### src/rtl/spi_cmd_pkg.sv
// Shared definitions for the SPI command dispatcher: command field layout,
// opcodes, FSM states and the status byte layout.
package spi_cmd_pkg;

    localparam int CMD_W  = 16;
    localparam int ADDR_W = 4;
    localparam int DATA_W = 8;

    localparam int OP_MSB   = 15;
    localparam int OP_LSB   = 12;
    localparam int ADDR_MSB = 11;
    localparam int ADDR_LSB = 8;
    localparam int DATA_MSB = 7;
    localparam int DATA_LSB = 0;

    localparam int ST_ERR_ILL  = 7;
    localparam int ST_ERR_ADDR = 6;
    localparam int ST_ERR_OVR  = 5;
    localparam int ST_RSVD     = 4;
    localparam int ST_CNT_MSB  = 3;
    localparam int ST_CNT_LSB  = 0;

    typedef enum logic [3:0] {
        OP_NOP    = 4'h0,
        OP_WRITE  = 4'h1,
        OP_READ   = 4'h2,
        OP_STATUS = 4'h3,
        OP_CLEAR  = 4'hF
    } opcode_e;

    typedef enum logic [1:0] {
        IDLE = 2'd0,
        EXEC = 2'd1,
        RESP = 2'd2
    } state_e;

    function automatic logic is_legal_op(input logic [3:0] op);
        logic legal;
        case (op)
            OP_NOP, OP_WRITE, OP_READ, OP_STATUS, OP_CLEAR: legal = 1'b1;
            default:                                        legal = 1'b0;
        endcase
        return legal;
    endfunction

    function automatic logic [7:0] make_status(input logic       err_ill,
                                               input logic       err_addr,
                                               input logic       err_ovr,
                                               input logic [3:0] cnt);
        logic [7:0] s;
        s                         = 8'h00;
        s[ST_ERR_ILL]             = err_ill;
        s[ST_ERR_ADDR]            = err_addr;
        s[ST_ERR_OVR]             = err_ovr;
        s[ST_RSVD]                = 1'b0;
        s[ST_CNT_MSB:ST_CNT_LSB]  = cnt;
        return s;
    endfunction

    function automatic logic [15:0] make_cmd(input logic [3:0] op,
                                             input logic [3:0] addr,
                                             input logic [7:0] data);
        return {op, addr, data};
    endfunction

endpackage

### src/rtl/spi_cmd_dispatch_reg_bank.sv
// NUM_REGS x 8-bit register array: synchronous write and clear-all,
// combinational read port, flattened view of the whole bank.
module spi_reg_bank
    import spi_cmd_pkg::*;
#(
    parameter int         NUM_REGS = 8,
    parameter logic [7:0] RST_VAL  = 8'h00
) (
    input  logic                    clk,
    input  logic                    rst,
    input  logic                    wr_en,
    input  logic                    clr,
    input  logic [ADDR_W-1:0]       wr_addr,
    input  logic [DATA_W-1:0]       wr_data,
    input  logic [ADDR_W-1:0]       rd_addr,
    output logic [DATA_W-1:0]       rd_data,
    output logic [NUM_REGS*8-1:0]   regs
);

    logic [DATA_W-1:0] regs_r [NUM_REGS];

    // Register storage: reset and clear both restore RST_VAL, writes hit one entry
    always_ff @(posedge clk) begin
        for (int i = 0; i < NUM_REGS; i++) begin
            if (rst) begin
                regs_r[i] <= RST_VAL;
            end else if (clr) begin
                regs_r[i] <= RST_VAL;
            end else if (wr_en && (wr_addr == 4'(i))) begin
                regs_r[i] <= wr_data;
            end else begin
                regs_r[i] <= regs_r[i];
            end
        end
    end

    // Read mux built as an OR of one-hot selects; unmapped addresses read 0
    always_comb begin
        rd_data = 8'h00;
        for (int i = 0; i < NUM_REGS; i++) begin
            rd_data = rd_data | ({8{rd_addr == 4'(i)}} & regs_r[i]);
        end
    end

    for (genvar g = 0; g < NUM_REGS; g++) begin : g_flat
        assign regs[8*g +: 8] = regs_r[g];
    end

endmodule

### src/rtl/spi_cmd_dispatch.sv
// Command decoder behind the SPI slave: latches a command at the end of each
// frame, executes it against the register bank and prepares the response word.
module spi_cmd_dispatch
    import spi_cmd_pkg::*;
#(
    parameter int         NUM_REGS = 8,
    parameter logic [7:0] RST_VAL  = 8'h00
) (
    input  logic                  clk,
    input  logic                  rst,
    input  logic [15:0]           cmd,
    input  logic                  cmd_rdy,
    output logic [15:0]           resp,
    output logic [NUM_REGS*8-1:0] regs,
    output logic                  wr_pulse,
    output logic [3:0]            wr_addr,
    output logic                  busy
);

    localparam logic [4:0] NUM_REGS_W = 5'(NUM_REGS);

    state_e        state_r;
    state_e        state_s;
    logic          accept_s;
    logic          cmd_rdy_q_r;
    logic          rise_s;
    logic          fall_s;
    logic [15:0]   cmd_lat_r;
    logic [3:0]    cmd_cnt_r;
    logic          err_ill_r;
    logic          err_addr_r;
    logic          err_ovr_r;
    logic [15:0]   resp_r;
    logic [15:0]   resp_s;
    logic          wr_pulse_r;
    logic [3:0]    wr_addr_r;
    logic          busy_r;

    logic [3:0]    op_s;
    logic [3:0]    addr_s;
    logic [7:0]    data_s;
    logic          mapped_s;
    logic          in_wr_ok_s;
    logic          exec_s;
    logic          bank_wr_s;
    logic          bank_clr_s;
    logic          rd_unmapped_s;
    logic [7:0]    rd_data_s;

    assign rise_s = cmd_rdy & ~cmd_rdy_q_r;
    assign fall_s = ~cmd_rdy & cmd_rdy_q_r;

    assign op_s     = cmd_lat_r[OP_MSB:OP_LSB];
    assign addr_s   = cmd_lat_r[ADDR_MSB:ADDR_LSB];
    assign data_s   = cmd_lat_r[DATA_MSB:DATA_LSB];
    assign mapped_s = ({1'b0, addr_s} < NUM_REGS_W);

    // Decoded from the live cmd so wr_pulse/wr_addr are already valid during EXEC
    assign in_wr_ok_s = (cmd[OP_MSB:OP_LSB] == OP_WRITE) &&
                        ({1'b0, cmd[ADDR_MSB:ADDR_LSB]} < NUM_REGS_W);

    assign exec_s     = (state_r == EXEC);
    assign bank_wr_s  = exec_s && (op_s == OP_WRITE) && mapped_s;
    assign bank_clr_s = exec_s && (op_s == OP_CLEAR);

    spi_reg_bank #(
        .NUM_REGS (NUM_REGS),
        .RST_VAL  (RST_VAL)
    ) u_bank (
        .clk     (clk),
        .rst     (rst),
        .wr_en   (bank_wr_s),
        .clr     (bank_clr_s),
        .wr_addr (addr_s),
        .wr_data (data_s),
        .rd_addr (addr_s),
        .rd_data (rd_data_s),
        .regs    (regs)
    );

    // Next-state logic; a rise outside IDLE is dropped
    always_comb begin
        state_s  = state_r;
        accept_s = 1'b0;
        case (state_r)
            IDLE: begin
                if (rise_s) begin
                    state_s  = EXEC;
                    accept_s = 1'b1;
                end else begin
                    state_s  = IDLE;
                end
            end
            EXEC:    state_s = RESP;
            RESP:    state_s = IDLE;
            default: state_s = IDLE;
        endcase
    end

    // Response word for the latched command
    always_comb begin
        resp_s        = {op_s, addr_s, 8'h00};
        rd_unmapped_s = 1'b0;
        case (op_s)
            OP_READ: begin
                if (mapped_s) begin
                    resp_s = {OP_READ, addr_s, rd_data_s};
                end else begin
                    resp_s        = {OP_READ, addr_s, 8'h00};
                    rd_unmapped_s = 1'b1;
                end
            end
            OP_STATUS: resp_s = {OP_STATUS, 4'h0,
                                 make_status(err_ill_r, err_addr_r, err_ovr_r, cmd_cnt_r)};
            default:   resp_s = {op_s, addr_s, 8'h00};
        endcase
    end

    // FSM, frame edge detect, command latch and output registers
    always_ff @(posedge clk) begin
        if (rst) begin
            state_r     <= IDLE;
            cmd_rdy_q_r <= 1'b1;
            cmd_lat_r   <= 16'h0000;
            resp_r      <= 16'h0000;
            wr_pulse_r  <= 1'b0;
            wr_addr_r   <= 4'h0;
            busy_r      <= 1'b0;
        end else begin
            state_r     <= state_s;
            cmd_rdy_q_r <= cmd_rdy;
            busy_r      <= (state_s != IDLE);
            wr_pulse_r  <= accept_s & in_wr_ok_s;
            if (accept_s) begin
                cmd_lat_r <= cmd;
            end
            if (accept_s && in_wr_ok_s) begin
                wr_addr_r <= cmd[ADDR_MSB:ADDR_LSB];
            end
            if (state_r == RESP) begin
                resp_r <= resp_s;
            end
        end
    end

    // Command counter and sticky error flags; an overrun seen during CLEAR still sticks
    always_ff @(posedge clk) begin
        if (rst) begin
            cmd_cnt_r  <= 4'h0;
            err_ill_r  <= 1'b0;
            err_addr_r <= 1'b0;
            err_ovr_r  <= 1'b0;
        end else begin
            if (bank_clr_s) begin
                cmd_cnt_r <= 4'h0;
            end else if (exec_s) begin
                cmd_cnt_r <= cmd_cnt_r + 4'd1;
            end
            err_ill_r  <= ~bank_clr_s & (err_ill_r | (exec_s & ~is_legal_op(op_s)));
            err_addr_r <= ~bank_clr_s & (err_addr_r
                          | (exec_s & (op_s == OP_WRITE) & ~mapped_s)
                          | ((state_r == RESP) & rd_unmapped_s));
            err_ovr_r  <= (err_ovr_r & ~bank_clr_s) | (fall_s & busy_r);
        end
    end

    assign resp     = resp_r;
    assign wr_pulse = wr_pulse_r;
    assign wr_addr  = wr_addr_r;
    assign busy     = busy_r;

endmodule

### config.mk
export PLATFORM = sky130hd
export DESIGN_NAME = spi_cmd_dispatch
export DESIGN_NICKNAME = d
export VERILOG_FILES = /design/src/rtl/spi_cmd_pkg.sv /design/src/rtl/spi_cmd_dispatch_reg_bank.sv /design/src/rtl/spi_cmd_dispatch.sv
export SDC_FILE = /design/constraint.sdc
export NUM_CORES = 1
export LEC_CHECK = 0
export CAP_MARGIN = 30
export CORE_UTILIZATION = 40
export CTS_BUF_LIST = sky130_fd_sc_hd__clkbuf_4 sky130_fd_sc_hd__clkbuf_8
export CTS_CLUSTER_SIZE = 28
export DETAILED_ROUTE_END_ITERATION = 7
export PLACE_DENSITY = 0.68
export SYNTH_ARGS = -nofsm -noshare
export SYNTH_HDL_FRONTEND = slang
export SYNTH_HIERARCHICAL = 1
export SYNTH_SLANG_ARGS = --single-unit
### constraint.sdc
create_clock -name clk -period 3 [get_ports clk]
set_clock_uncertainty 0.2 [all_clocks]
set_input_delay 0.3 -clock clk [delete_from_list [all_inputs] [get_ports clk]]
set_output_delay 0.3 -clock clk [all_outputs]
set_load 0.005 [all_outputs]
### Word level (Yosys, flattened, before mapping)

Memory sizes are Yosys's and may differ from the RTL's.
Index checks and enable logic that the tools add are counted.

* mux-type cells: 103
* magnitude comparators: 2
* reduce and logical (&&, ||, !) cells: 19
* bitwise gates (word level): 59
* add/subtract/negate cells: 1
* equal/unequal tests: 14

Operators with widths (count)
* 2-to-1 mux 8 bit: 25
* 2-to-1 mux 1 bit: 76
* bitwise AND 8 bit: 8
* bitwise OR 8 bit: 7
* case mux 16 bit (2 select lines): 1
* bitwise OR 1 bit: 28
* == test 4 x 2 -> 1 bit (second input constant): 4
* == test 4 x 3 -> 1 bit (second input constant): 4
* logical AND 1 bit: 13
* == test 4 x 1 -> 1 bit (second input constant): 3
* bitwise AND 1 bit: 11
* zero test 4 bit: 2
* < comparator 4 bit (second input constant): 2
* NOT 1 bit: 5
* OR reduction 5 bit: 1
* adder 4 x 1 -> 4 bit (second input constant): 1
* == test 4 bit (second input constant): 1
* case mux 2 bit (2 select lines): 1
* == test 2 x 1 -> 1 bit (second input constant): 1
* == test 2 bit (second input constant): 1
* zero test 2 bit: 1
* nonzero test 2 bit: 1
* OR reduction 2 bit: 1

* bits in registers: 48
* output and inout port bits: 86
* memories kept: 1
* word-level logic and storage cells: 210
* bits of input ports: 19
* bits in writable memories: 64

Memory list
* u_bank.regs_r: words 8, bits a word 8, read ports 8, clocked after Yosys merged registers in 0, wr ports 8, line spi_cmd_dispatch_reg_bank.sv:20 `logic [DATA_W-1:0] regs_r [NUM_REGS];`

### Logic depth before layout (Yosys ltp)

Gate-level depths: netlist of run 1.

* depth in word-level cells: 11
* depth in mapped cells: 7
* gate-level depth less buffers: 5

### Modules after synthesis

Netlist of run 1, hierarchy kept.

By module, submodules not included
* spi_reg_bank: cells each 212, area an instance 3090.5 sq um, times used 1, seq. area each 1921.8 sq um
* spi_cmd_dispatch: cells each 212, area an instance 1898.1 sq um, times used 1, seq. area each 960.9 sq um

### Least setup slack after synthesis of run 1

Ideal clock, no wire load.

* path type: reg-to-reg
* start point: register state_r[0]
* end point: memory u_bank.regs_r[4][0] (netlist: u_bank/regs_r[1][0]), enable pin
* clock period less this slack: 2419 ps
* data required time: 2413 ps
* arrival: 1833 ps
* buffers on the path: 0
* path slack: 581 ps
* cell stages (with the launch flop): 5
* setup time: 387 ps
* path through: dfxtp_1 nor4bb_1 and2_1 nand3b_2 o31ai_1

RTL lines
* from (decl): line spi_cmd_dispatch.sv:22 `state_e state_r;`
* from (signal assigned): line spi_cmd_dispatch.sv:130 `state_r <= state_s;`
* to (decl): line spi_cmd_dispatch_reg_bank.sv:20

==> results of run 1 <==
-- worst max-delay path: stages (launching register included) --
cell,delay (ns)
dfxtp_1,0.51
nor4bb_1,0.38
and2_1,0.24
or4b_4,0.61
nor4_4,0.37
and2_1,0.19
-- cells in the mapped netlist (6+ instances only) --
cell	number
a211oi_1	7
a21oi_1	29
a32oi_1	7
and2_1	65
clkbuf_1	11
dfxtp_1	48
edfxtp_1	64
mux2i_1	36
nand2_1	47
nand2b_1	10
nand3_1	6
nor2_1	17
nor3_4	7
o21ai_0	8
o221ai_1	8
o22a_1	8
-- flip-flops by register name, summed over array words and instances (netlist names) --
register / count
wr_pulse: 1
cmd_rdy_q_r: 1
busy: 1
wr_addr: 4
u_bank/regs_r: 64
cmd_cnt_r: 4
err_ill_r: 1
resp: 16
err_ovr_r: 1
state_r: 2
err_addr_r: 1
cmd_lat_r: 16
-- metal layers --
| metal | track usage (%) | up-vias |
|---|---|---|
| met2 | 33.3 | 142 |
| met1 | 25.5 | 1805 |
| met3 | 3.72 | 20 |
| met4 | 7.98 | 2 |
| li1 | - | 1763 |
| met5 | 0 | - |
-- worst paths after layout --
path	to	depth (start not counted)	start	slack (ns)
max	u_bank/regs_r[0][4]	5	state_r[0]	0.39
min	resp[14]	2	resp[14]	0.26
max reg2reg	u_bank/regs_r[0][4]	5	state_r[0]	0.39
min reg2reg	resp[14]	2	resp[14]	0.26
-- cells by family (layout without fill, tap and decap cells) --
group,after synthesis,in the layout,share of synthesized area (%)
mux,36,36,7.22
compound gates,72,72,9.61
flops,112,112,57.8
buf+inv,23,143,2.28
simple gates,178,178,22.5
xor+xnor,2,2,0.351
fa+ha+maj,1,1,0.251
-- power by group --
part | internal [mW] | total, mW | leakage, nW | switching (mW)
clock | 0.318 | 0.815 | 0.0761 | 0.497
sequential | 1.66 | 1.70 | 1.05 | 0.0428
combinational | 0.124 | 0.237 | 1.02 | 0.113
-- repair_timing --
action                                  CTS  global route
gates resized for setup                   0             1
buffers inserted                          0             0
endpoints found under the setup margin    0            17
-- area by class of cell --
cell class / count / area (um^2)
clock inverter: 5 / 33.8
timing repair buffer: 125 / 1190
tap: 168 / 210
fill: 1060 / 5600
clock buffer: 11 / 139
inverter: 2 / 7.51
multi-input combinational: 289 / 2000
sequential: 112 / 2880
-- through the flow --
stage | hold WS [ns] | utilization, %
floorplan | 0.171 | -
global placement | 0.238 | 52.0
detailed placement | 0.250 | 52.1
CTS | 0.258 | 53.6
global route | 0.263 | 53.6
finish | 0.259 | 53.6
==> summary.md, run 1 <==
| Metric | Value |
|---|---|
| Slew @ Worst Pin | 0.639 ns |
| Clk_lat worst skew | 0.37 ns |
| CTS buffer count | 9 |
| Post-Syn Instances | 424 |
| Commonest cells after routing, fill and taps aside | clkdlybuf4s50_1 (104), and2_1 (65), edfxtp_1 (64) |
| WL/cell | 17.7 um |
| Final GP Congestion | 0.831 |
| # IOs | 105 |
| CTS max path bufs | 2 |
| Post-synth EDFFs | 64 |
| Gr ovfl total | 0 |
| Leading post-synthesis cells by cell area | edfxtp_1 (39%), dfxtp_1 (19%), and2_1 (8.2%), mux2i_1 (7.2%), nand2_1 (3.5%) |
| 1st-iter DRT viols | 236 |
| DRC | 0 |
| Post-DP Area | 6290 um^2 |
| HP Class | reg2reg |
| Hpwl dp | 9.33 mm |
| Nature of the critical path startpoint | flip-flop |
| Slew Viols, Final | 0 |
| RSZ-0062 raised after global routing | false |
| Met1 WL | 5.40 mm |
| Design area | 6460 um^2 |
| Final hold viol count | 0 |
| MaxCap Viol Count | 0 |
| Final net count | 559 |
| Setup tns final | 0 ns |
| YS warnings | 6 |
| Starting density of the core | 41.4% |
| Synth Flop Type | edfxtp_1 |
| Clock Sinks | 112 |
| DR pass1 iterations | 5 |
| DP Worst Slack | 0.203 ns |
| Area grow syn2layout | 29.6% |
| Slew HR | 57.0% |
| Met3 routed WL | 796 um |
| Mean post-synth cell area | 11.8 um^2 |
| Period utilization | 87.2% |
| Total Power | 2.75 mW |
| Die area | 12,900 um^2 |
| Final WL | 12.6 mm |
| Min Tclk post-route | 2.61 ns |
| Async set-reset flop share out of synthesis | 0% |
| Leakage | 2.15 nW |
| Max Used Layer | met5 |
| Worst-path clk slew | 0.10 ns |
| Clock Tree Root | clkbuf_8 |
| Ant. Diodes | 0 |
| Post-synth top area share | 38.5% |
| Crit path capture type | flip-flop |
| Final Non-Filler Cells | 712 |
| Post-Place Cells | 696 |
| Height of the die | 114 um |
| Via count | 3,732 |
| Synthesized cell area | 4990 um^2 |
| Fraction of layout cells with a size suffix above 1 | 10.3% |
| # rows | 40 |
| Core area | 12,100 um^2 |
| GRT Overall Usage | 19.9% |
| Worst EP required | 3.05 ns |
| CTS tree | yes |
| Hold buffers post-CTS | 0 |
| Peak supply drop | 206 uV |
| Status | finished, final reports clean |
| Synth Register Bits | 112 |
| Port bufs | 104 |
| Crit path kind | reg2reg |
| Pwr dens | 426 nW/um^2 |
| Final Worst Setup Slack | 0.385 ns |
| Net Count, Synth | 444 |
| Die span in x | 114 um |
| Via/cell ratio | 5.24 |
| Initial antenna violation count | 1 |
| Synth cell types | 43 |
| Post-synth top area cell | edfxtp_1 |
| Number of H-tree levels | 3 |
| Most common cell after layout, fill and taps aside | clkdlybuf4s50_1 |
| First-pass GRT wire length | 19.2 mm |
| WL met2 | 6.17 mm |
| Sequential share of the synthesized area | 57.8% |
| Fmax | 382 MHz |
| Final setup viols | 0 |
| Critical Path AT | 2.66 ns |
| DRT antenna net count | 0 |
| Largest fanout on the critical path | 9 |
| Vias in the first global route | 3,631 |
| Largest net degree at the start of global routing | 44 |
Note: power is estimated with default switching activity, not from simulation.
==> run 2, diff against run 1 <==
- CORE_ASPECT_RATIO: default -> 0.5
==> run 2 against run 1 <==
Sequential power barely moved. Critical endpoint unchanged. Non-clock buffer count rose by 5. Critical path depth did not move. Die area rose by 0.21%. Cell count rose by 0.28%. Via count fell by 1.8%. Clock power rose by 2.9%. Largest cell class unchanged. Fmax fell by 2.8%. Utilization rose by 0.64 points. Sequential share of layout area fell by 0.23 points. Worst setup slack got worse by 0.077 ns. Clock-buffer cell count did not move. Largest power group unchanged.
==> summary.md, run 2 (synthesized netlist as in run 1, its figures left out) <==
| Metric | Value |
|---|---|
| Final hold viol count | 0 |
| Largest fanout on the critical path | 9 |
| 1st-iter DRT viols | 295 |
| Fraction of layout cells with a size suffix above 1 | 11.1% |
| Fmax | 372 MHz |
| Final GP Congestion | 0.840 |
| Hpwl dp | 9.25 mm |
| Final net count | 564 |
| Final setup viols | 0 |
| CTS tree | yes |
| Clock Sinks | 112 |
| DR pass1 iterations | 4 |
| Period utilization | 89.7% |
| R2R Path End | u_bank/regs_r[0][4] |
| Peak supply drop | 198 uV |
| Nature of the critical path startpoint | flip-flop |
| Via/cell ratio | 5.13 |
| Critical Path AT | 2.74 ns |
| Die area | 12,900 um^2 |
| Slew HR | 54.2% |
| DRC | 0 |
| Register area | 2880 um^2 |
| Worst-path clk slew | 0.11 ns |
| Pwr dens | 428 nW/um^2 |
| Min Tclk post-route | 2.69 ns |
| Area grow syn2layout | 30.2% |
| Clock Tree Root | clkbuf_8 |
| Die span in x | 160 um |
| CTS resizes | 0 |
| Worst path cell trace | nor4bb_1 -> and2_1 -> or4b_1 -> nor4_4 -> and2_1 |
| Setup tns final | 0 ns |
| Crit path capture type | flip-flop |
| WL/cell | 17.6 um |
| Via count | 3,665 |
| Leakage | 2.20 nW |
| Gr ovfl total | 0 |
| Max FFs per register | 64 |
| First-pass GRT wire length | 19.6 mm |
| Most used cell, CP | and2_1 |
| # rows | 28 |
| DRT antenna net count | 0 |
| HP Class | reg2reg |
| Worst r2r src | state_r[1] |
| Slew @ Worst Pin | 0.687 ns |
| Setup slack, reg-to-reg | 0.31 ns |
| MaxCap Viol Count | 0 |
| Final Non-Filler Cells | 714 |
| Post-Place Cells | 695 |
| Starting density of the core | 41.6% |
| RSZ-0062 raised after global routing | false |
| Clk_lat worst skew | 0.38 ns |
| # IOs | 105 |
| Initial antenna violation count | 0 |
| Hold EP | err_addr_r |
| CTS max path bufs | 2 |
| Multi-input logic area | 1990 um^2 |
| GRT Overall Usage | 20.1% |
| Largest Register | u_bank/regs_r |
| Crit path kind | reg2reg |
| Status | finished, final reports clean |
| Most common cell after layout, fill and taps aside | clkdlybuf4s50_1 |
| Setup bufs post-CTS | 0 |
| Commonest cells after routing, fill and taps aside | clkdlybuf4s50_1 (104), and2_1 (65), edfxtp_1 (64) |
| Vias in the first global route | 3,535 |
| Worst EP required | 3.05 ns |
| Number of H-tree levels | 3 |
| Core area | 12,000 um^2 |
| WHS Path Cells | 2 |
| CP max-delay cell | or4b_1 |
| R2R cell count | 5 |
| Slowest Stage Delay on Critical Path | 0.79 ns |
| Slew Viols, Final | 0 |
| Largest net degree at the start of global routing | 39 |
| Filler cell count | 1,087 |
| Min-delay src | err_addr_r |
| Final WL | 12.6 mm |
| Port bufs | 104 |
| CTS buffer count | 9 |
| Hold buffers post-CTS | 0 |
| Height of the die | 81.0 um |
| Ant. Diodes | 0 |
## run 2: how the worst max path moves through the flow
stage,startpoint,endpoint,slack [ns],depth (start not counted)
CTS,state_r[1],u_bank/regs_r[1][16],0.33,4
finish,state_r[1],u_bank/regs_r[0][4],0.31,5
detailed placement,state_r[1],u_bank/regs_r[1][22],0.34,4
floorplan,state_r[0],u_bank/regs_r[1][0],0.58,4
global route,state_r[1],u_bank/regs_r[0][1],0.07,5
global placement,state_r[1],u_bank/regs_r[1][15],0.41,5
## run 2: worst max-delay path, delay by kind of cell, from the launching register on
family	cells	cell delay, ns
flip-flops	1	0.39
AND/OR/NAND/NOR	5	1.97
## run 2: where the power goes
part	switching [mW]	leakage, nW	internal [mW]	total, mW
clock	0.510	0.0955	0.328	0.839
sequential	0.0431	1.05	1.66	1.70
combinational	0.115	1.05	0.128	0.242
## run 2: layout make-up
class	instances	area share, %
Multi-Input combinational cell	289	30.7
Timing Repair Buffer	130	18.9
Tap cell	165	3.18
Inverter	2	0.116
Clock buffer	11	2.14
Sequential cell	112	44.4
Clock inverter	5	0.578
## run 2: routing by layer
| layer | share of wire [%] | GRT usage [%] |
|---|---|---|
| met5 | 0 | 0 |
| met4 | 0.95 | 5.14 |
| met3 | 7.6 | 4.75 |
| met2 | 45 | 30.7 |
| met1 | 46 | 28.7 |
## run 2: metrics by stage
stage	util [%]	total power, mW	hold slack (ns)	cell area (um^2)	setup WS [ns]
floorplan	-	1.83	0.171	4990	0.581
global placement	52.6	1.97	0.239	6300	0.409
detailed placement	52.6	1.98	0.239	6300	0.343
CTS	54.1	2.80	0.255	6480	0.328
global route	54.2	2.89	0.269	6500	0.0746
finish	54.2	2.78	0.251	6500	0.309
